<file path="src/rtl/aramsey118_freq_gen_pkg.sv">
`default_nettype none
// ============================================================================
// Module      : aramsey118_freq_gen_pkg
// Description : Shared bin constants for the frequency counter / generator.
// Revision    : 1.0 - initial release
// ============================================================================
package aramsey118_freq_gen_pkg;

  localparam int ACC_MOD   = 20;
  localparam int DIGIT_MAX = 9;
  localparam int DIGIT_W   = 4;
  localparam int ACC_W     = 5;
  localparam int SUM_W     = 6;
  localparam int STEP_W    = DIGIT_W + 1;

  typedef enum logic [0:0] {
    ST_IDLE = 1'b0,
    ST_RUN  = 1'b1
  } sweep_state_t;

  function automatic logic [DIGIT_W-1:0] clamp_digit(input logic [DIGIT_W-1:0] d);
    return (d > DIGIT_W'(DIGIT_MAX)) ? DIGIT_W'(DIGIT_MAX) : d;
  endfunction

endpackage
`default_nettype wire

</file>
<file path="src/rtl/aramsey118_freq_gen_phase_acc.sv">
`default_nettype none
// ============================================================================
// Module      : phase_acc
// Description : Modulo-20 phase accumulator; toggles o_sig on every wrap.
// Revision    : 1.0 - initial release
// ============================================================================
module phase_acc
  import aramsey118_freq_gen_pkg::*;
(
  input  logic              clk,
  input  logic              rst,
  input  logic              i_en,
  input  logic [STEP_W-1:0] i_step,
  output logic              o_sig
);

  logic [ACC_W-1:0] r_acc;
  logic             r_sig;
  logic [SUM_W-1:0] w_sum;
  logic             w_wrap;
  logic [ACC_W-1:0] w_acc_nxt;

  // step < ACC_MOD, so at most one wrap per accumulation
  assign w_sum     = SUM_W'(r_acc) + SUM_W'(i_step);
  assign w_wrap    = (w_sum >= SUM_W'(ACC_MOD));
  assign w_acc_nxt = w_wrap ? ACC_W'(w_sum - SUM_W'(ACC_MOD)) : ACC_W'(w_sum);

  always_ff @(posedge clk or posedge rst) begin
    if (rst) begin
      r_acc <= '0;
      r_sig <= 1'b0;
    end else if (!i_en) begin
      r_acc <= '0;
      r_sig <= 1'b0;
    end else begin
      r_acc <= w_acc_nxt;
      if (w_wrap) begin
        r_sig <= ~r_sig;
      end
    end
  end

  assign o_sig = r_sig;

endmodule
`default_nettype wire

</file>
<file path="src/rtl/seg7.sv">
`default_nettype none
// ============================================================================
// Module      : seg7
// Description : BCD digit to seven-segment decoder (bit0 = a .. bit6 = g).
// Revision    : 1.0 - initial release
// ============================================================================
module seg7 (
  input  logic [3:0] i_digit,
  output logic [6:0] o_seg
);

  always_comb begin
    case (i_digit)
      4'd0:    o_seg = 7'b0111111;
      4'd1:    o_seg = 7'b0000110;
      4'd2:    o_seg = 7'b1011011;
      4'd3:    o_seg = 7'b1001111;
      4'd4:    o_seg = 7'b1100110;
      4'd5:    o_seg = 7'b1101101;
      4'd6:    o_seg = 7'b1111101;
      4'd7:    o_seg = 7'b0000111;
      4'd8:    o_seg = 7'b1111111;
      4'd9:    o_seg = 7'b1101111;
      default: o_seg = 7'b0000000;
    endcase
  end

endmodule
`default_nettype wire

</file>
<file path="src/rtl/aramsey118_freq_gen.sv">
`default_nettype none
// ============================================================================
// Module      : aramsey118_freq_gen
// Description : Toggle-density generator selecting a decade bin 0..9.
// Revision    : 1.0 - initial release
// ============================================================================
module aramsey118_freq_gen
  import aramsey118_freq_gen_pkg::*;
#(
  parameter int SWEEP_CYCLES = 1000
) (
  input  logic [7:0] io_in,
  output logic [7:0] io_out
);

  localparam int CNT_W = $clog2(SWEEP_CYCLES);

  logic               w_clk;
  logic               w_rst;
  logic [DIGIT_W-1:0] r_digit_q;
  logic               r_en_q;
  sweep_state_t       r_state;
  sweep_state_t       w_state_nxt;
  logic [CNT_W-1:0]   r_sweep_cnt;
  logic [CNT_W-1:0]   w_cnt_nxt;
  logic [DIGIT_W-1:0] r_sweep_digit;
  logic [DIGIT_W-1:0] w_sdig_nxt;
  logic [DIGIT_W-1:0] w_act;
  logic [STEP_W-1:0]  w_step;
  logic               w_sig;
  logic [6:0]         w_seg;

  assign w_clk = io_in[0];
  assign w_rst = io_in[1];

  // The sweep state register doubles as the registered sweep pin.
  always_ff @(posedge w_clk or posedge w_rst) begin
    if (w_rst) begin
      r_digit_q <= '0;
      r_en_q    <= 1'b0;
      r_state   <= ST_IDLE;
    end else begin
      r_digit_q <= clamp_digit(io_in[5:2]);
      r_en_q    <= io_in[6];
      r_state   <= w_state_nxt;
    end
  end

  always_comb begin
    w_state_nxt = io_in[7] ? ST_RUN : ST_IDLE;
  end

  always_comb begin
    w_cnt_nxt  = '0;
    w_sdig_nxt = '0;
    case (r_state)
      ST_RUN: begin
        if (r_sweep_cnt == CNT_W'(SWEEP_CYCLES - 1)) begin
          w_cnt_nxt  = '0;
          w_sdig_nxt = (r_sweep_digit == DIGIT_W'(DIGIT_MAX)) ? '0 : r_sweep_digit + 1'b1;
        end else begin
          w_cnt_nxt  = r_sweep_cnt + 1'b1;
          w_sdig_nxt = r_sweep_digit;
        end
      end
      default: begin
        w_cnt_nxt  = '0;
        w_sdig_nxt = '0;
      end
    endcase
  end

  always_ff @(posedge w_clk or posedge w_rst) begin
    if (w_rst) begin
      r_sweep_cnt   <= '0;
      r_sweep_digit <= '0;
    end else begin
      r_sweep_cnt   <= w_cnt_nxt;
      r_sweep_digit <= w_sdig_nxt;
    end
  end

  assign w_act  = (r_state == ST_RUN) ? r_sweep_digit : r_digit_q;
  assign w_step = {w_act, 1'b1};

  phase_acc u_acc (
    .clk    (w_clk),
    .rst    (w_rst),
    .i_en   (r_en_q),
    .i_step (w_step),
    .o_sig  (w_sig)
  );

  seg7 u_seg (
    .i_digit (w_act),
    .o_seg   (w_seg)
  );

  assign io_out = {w_sig, w_seg};

endmodule
`default_nettype wire

</file>
<file path="config.mk">
export PLATFORM = sky130hd
export DESIGN_NAME = aramsey118_freq_gen
export DESIGN_NICKNAME = d
export VERILOG_FILES = /design/src/rtl/aramsey118_freq_gen_pkg.sv /design/src/rtl/aramsey118_freq_gen_phase_acc.sv /design/src/rtl/seg7.sv /design/src/rtl/aramsey118_freq_gen.sv
export SDC_FILE = /design/constraint.sdc
export NUM_CORES = 1
export LEC_CHECK = 0
export ABC_CLOCK_PERIOD_IN_PS = 3270
export CORE_MARGIN = 2
export CORE_UTILIZATION = 45
export DETAILED_ROUTE_END_ITERATION = 7
export PLACE_DENSITY = 0.66
export SYNTH_ARGS = -nofsm -noshare
export SYNTH_HDL_FRONTEND = slang
export SYNTH_SLANG_ARGS = --single-unit
</file>
<file path="constraint.sdc">
create_clock -name io_in -period 3.27 [get_ports io_in]
set_clock_uncertainty 0.15 [all_clocks]
set_input_delay 0.654 -clock io_in [delete_from_list [all_inputs] [get_ports io_in]]
set_output_delay 0.654 -clock io_in [all_outputs]
set_load 0.005 [all_outputs]
</file>
Yosys cells after proc, flatten, opt, wreduce, memory -nomap -nowiden
Memory sizes are Yosys's and may differ from the RTL's.
Cells that the tools add are included.
{"block": "totals", "out_inout_bits": 8, "ff_bits": 26, "mem_bits_ro": 112, "n_memories": 1, "wordCells": 31}
{"block": "classes", "addsub": 4, "bitwise": 1, "muxes": 12, "eq_ne": 4, "order_cmp": 2}
{"name": "(name not given)", "words": 16, "width": 7, "rd": 1, "rd_clocked_by_memory_dff": 0, "write_ports": 0, "line_no": "seg7.sv:13", "text": "case (i_digit)"}
{"operator": "$mux 10", "n": 2}
{"operator": "$mux 4", "n": 5}
{"operator": "$add 10x1->10 const B", "n": 1}
{"operator": "$eq 10x10->1 const B", "n": 1}
{"operator": "$mux 5", "n": 2}
{"operator": "$add 5x5->6", "n": 1}
{"operator": "$ge 6x5->1 const B", "n": 1}
{"operator": "$sub 5x5->5 const B", "n": 1}
{"operator": "$add 4x1->4 const B", "n": 1}
{"operator": "$eq 4x4->1 const B", "n": 1}
{"operator": "$gt 4x4->1 const B", "n": 1}
{"operator": "$ne 2x1->1 const B", "n": 2}
{"operator": "$mux 1", "n": 3}
{"operator": "$not 1->1", "n": 1}

Logic depth before layout (Yosys ltp)
{"block": "depth", "depth_word": 5, "mapped_depth": 13}

Modules after synthesis
A second synthesis with hierarchy kept.
{"block": "hier_totals", "cells_unflattened": 182, "hier_area_um2": 1761.7}
{"mod": "aramsey118_freq_gen", "n_inst": 1, "area_each_um2": 1046.0, "cells_each": 105}
{"mod": "phase_acc", "n_inst": 1, "area_each_um2": 496.7, "cells_each": 49}
{"mod": "seg7", "n_inst": 1, "area_each_um2": 219.0, "cells_each": 28}

Worst setup path after synthesis
No wires, ideal clock.
{"block": "synth_timing", "path_type": "reg2reg", "startpoint": "register r_state", "endpoint": "register u_acc.r_sig (netlist: u_acc.o_sig)", "arrival_ns": 2.591, "t_required_ns": 2.994, "slack_ns": 0.404, "synth_period_minus_slack_ns": 2.866, "stages_incl_launch_ff": 14, "path_buffers": 1, "path_cell_list": "dfrtp_1 buf_2 mux2i_1 inv_1 ha_1 a21o_1 a21oi_1 xor2_1 ha_1 nand2_1 nand2_1 and3_4 o21ai_2 nor3b_2"}
{"block": "synth_between", "elab_chain_cells": 4}
{"item": "from (decl)", "line_no": "aramsey118_freq_gen.sv:22", "text": "sweep_state_t r_state;"}
{"item": "from (signal assigned)", "line_no": "aramsey118_freq_gen.sv:45", "text": "r_state <= w_state_nxt;"}
{"item": "$mux 4", "line_no": "aramsey118_freq_gen.sv:83", "text": "assign w_act = (r_state == ST_RUN) ? r_sweep_digit : r_digit_q;"}
{"item": "$add 5x5->6", "line_no": "aramsey118_freq_gen_phase_acc.sv:24", "text": "assign w_sum = SUM_W'(r_acc) + SUM_W'(i_step);"}
{"item": "$ge 6x5->1", "line_no": "aramsey118_freq_gen_phase_acc.sv:25", "text": "assign w_wrap = (w_sum >= SUM_W'(ACC_MOD));"}
{"item": "$ne 2x1->1 (no line)"}
{"item": "to (signal assigned)", "line_no": "aramsey118_freq_gen_phase_acc.sv:38", "text": "r_sig <= ~r_sig;"}
{"item": "to (decl)", "line_no": "aramsey118_freq_gen_phase_acc.sv:18", "text": "logic r_sig;"}
Every way passes these cells.
A chain may end at the register's enable or synchronous reset.

Worst setup path after layout
{"block": "layout_timing", "startpoint": "register r_state", "endpoint": "output port io_out[3]"}
{"block": "layout_between", "elab_chain_cells": 2}
{"item": "$mux 4", "line_no": "aramsey118_freq_gen.sv:83"}
{"item": "$mem_v2 16x7"}
{"item": "to (decl)", "line_no": "aramsey118_freq_gen.sv:13", "text": "output logic [7:0] io_out"}
Every way passes these cells.

==> reports/results.txt <==
utilization after layout -> 60.0%
Post-CTS Hold Fix Bufs -> 0
Internal -> 0.697 mW
Critical Path End Type -> primary output
WP data required -> 2.47 ns
critical path peak fanout -> 5
unrepaired setup endpoints after global routing -> false
Post-Synthesis Cells -> 160
std cell rows -> 21
Max Cap Viol -> 0
failing checks -> hold timing
endpoints failing setup -> 0
#FFs+latches synth -> 26
CTS tree -> yes
critical path type -> reg -> out
Max Fclk -> 315 MHz
EDFF count, synth -> 0
antenna cells -> 0
clock latency on the worst-skew pair -> 0.33 ns
Largest stage delay, worst path -> 0.50 ns
drt pass-1 iters -> 5
Initial Utilization -> 46.9%
Initial DRC Count -> 84
Max rail drop VDD -> 250 uV
CP delay by family, top -> buffers and inverters
pin count of the biggest net entering global routing -> 16
Final Instance Area -> 0.00200 mm^2
WHS -> -0.473 ns
I/O pin count -> 16
die area -> 0.00397 mm^2
Unique masters post-synth -> 37
Core ar. -> 0.00334 mm^2
layout cell share with drive strength beyond 1 -> 15.3%
commonest cells in the netlist -> 26 x dfrtp_1, 20 x nor2_1, 16 x ha_1
post-DP HPWL -> 2200 um
grt ovf -> 0
Max-slew headroom -> 67.1%
Most common cell on crit path -> buf_4
register share of total power -> 29.0%
Mapped Avg Cell Area -> 9.79 um^2
CP max-delay cell -> clkdlybuf4s50_1
Slew Limit Fails -> 0
syn nets -> 185
CP Launch Type -> flip-flop
vias -> 1339
hold crit path type -> clk -> reg
combinational share of power -> 0%
Clock Pin Slew Worst Setup and Hold Paths -> 0.15 ns
die extent in x -> 63 um
Seq/Total Area, Yosys -> 41.5%
most common cell in the netlist -> dfrtp_1
FF+latch area -> 652 um^2
prevailing post-synth register cell -> dfrtp_1
post-synthesis async set-or-reset flop share -> 100%
Hold Vio Cnt, Final -> 6
placed instance area -> 0.00170 mm^2
all-layer global routing usage -> 22.3%
Post-Route WL -> 3540 um
post-layout power -> 1.12 mW
GP Congestion -> 0.807
WL per Instance -> 13.6 um
antenna violations before repair -> 0
top cells by area, synth -> dfrtp_1 42%, ha_1 13%, nor2_1 4.8%, xor2_1 3.4%, mux2i_1 3.2%
cells along the critical path -> buf_4 -> mux2i_4 -> buf_4 -> ha_1 -> and2_1 -> o21ai_1 -> nand2_1 -> clkdlybuf4s50_1
largest area contributor in the netlist -> dfrtp_1
area of the multi-input gates -> 878 um^2
first-pass GRT wire length -> 6130 um
Final period util -> 97.1%
area share of the largest cell type after synthesis -> 41.5%
routed vias/inst -> 5.13
nets -> 237
Worst EP arrival -> 2.37 ns
fin crit period -> 3.18 ns
DRC viols -> 0
Pwr Density -> 558 mW/mm^2
ANT nets after route -> 0
setup TNS -> 0 ns
port buffer count -> 8
vias in the first global route -> 1563
Post-Syn Area -> 0.00157 mm^2
Fillers -> 309
outcome -> complete, but fails checks
yosys warns -> 0
Switch Pwr -> 0.420 mW
Leakage Power -> 1.08 nW
switch share -> 37.6%
worst path buffer plus inverter count -> 3
Layout area overhead -> 27.7%
Worst Max-Slew Pin Slew -> 0.480 ns
Clk pwr share -> 71.0%
die height -> 63 um
==> final timing paths <==
kind | start | to | slack [ns] | depth (start not counted)
max | r_state | io_out[3] | 0.09 | 8
min | io_in[6] | r_en_q | -0.47 | 0
max reg2reg | r_state | u_acc.r_acc[2] | 0.43 | 12
min reg2reg | r_sweep_cnt[0] | r_sweep_cnt[0] | 0.34 | 1
max in group asynchronous | io_in[1] | r_state | 1.66 | 3
min in group asynchronous | io_in[1] | r_sweep_cnt[0] | 1.20 | 3
==> layout by cell type (no fill, tap or decap), types with 2 or more instances in the layout <==
cell type | Yosys | layout
a21o_1 | 2 | 2
nand2_1 | 12 | 12
and2_1 | 5 | 5
nand3_1 | 2 | 2
a21oi_1 | 7 | 7
nor2_1 | 20 | 20
inv_1 | 9 | 33
nor2b_1 | 6 | 6
o21ai_1 | 1 | 2
nand4_1 | 4 | 4
and3_1 | 5 | 5
clkbuf_4 | 0 | 15
o21ai_0 | 7 | 6
xnor2_1 | 4 | 4
ha_1 | 16 | 16
nor3_1 | 3 | 3
xor2_1 | 6 | 6
clkbuf_1 | 2 | 3
clkdlybuf4s50_1 | 0 | 8
mux2i_1 | 5 | 4
dfrtp_1 | 26 | 25
buf_4 | 1 | 6
==> cell type report <==
| type | count | share of cell area (%) |
|---|---|---|
| Tap cell | 46 | 2.88 |
| Clock buffer | 18 | 6.19 |
| Multi-Input combinational cell | 121 | 43.9 |
| Timing Repair Buffer | 14 | 6.25 |
| Inverter | 8 | 1.50 |
| Clock inverter | 28 | 6.69 |
| Sequential cell | 26 | 32.6 |
==> routing by layer <==
metal  track usage [%]  wire (um)  share of wire (%)  vias to the layer above
li1                  -          -                  -                      652
met1              17.0       1360                 39                      629
met2              30.3       1760                 50                       42
met3              19.8        269                7.6                       16
met4              26.7        146                4.1                        0
met5                 0          0                  0                        -
==> sequential cells by signal (all words and copies together) (netlist names) <==
register,cells
r_digit_q,4
r_en_q,1
r_state,1
r_sweep_cnt,10
r_sweep_digit,4
u_acc.o_sig,1
u_acc.r_acc,5
==> power by group through the flow <==
stage	combinational [mW]	clock, mW	sequential (mW)
after detailed placement	0.000000458	0.126	0.333
after global routing	0.000000483	0.920	0.325
after global placement	0.000000458	0.126	0.333
final	0.000000483	0.793	0.325
after floorplan	0.000000432	0.133	0.333
after CTS	0.000000480	0.841	0.325
==> through the flow <==
step	setup slack (ns)	cells
2_1_floorplan	0.404	160
3_3_place_gp	0.355	212
3_5_place_dp	0.289	212
4_1_cts	0.0948	261
5_1_grt	0.00157	261
6_report	0.0948	261
==> kinds of logic (layout without fill, tap and decap cells) <==
logic type      count (synthesis)  count (layout)  synth area share (%)
compound gates                 24              24                  9.82
xor+xnor                       10              10                  5.59
fa+ha+maj                      17              17                  14.1
buf+inv                        13              68                  3.43
flops                          26              26                  41.5
mux                             6               6                  3.91
simple gates                   64              64                  21.6
==> repair_timing <==
item	in CTS	in global routing
pin swaps	0	0
setup endpoints to repair	2	4
gates resized for setup	1	5
setup buffers	4	0
No activity file was read; power rests on OpenSTA's default activity.
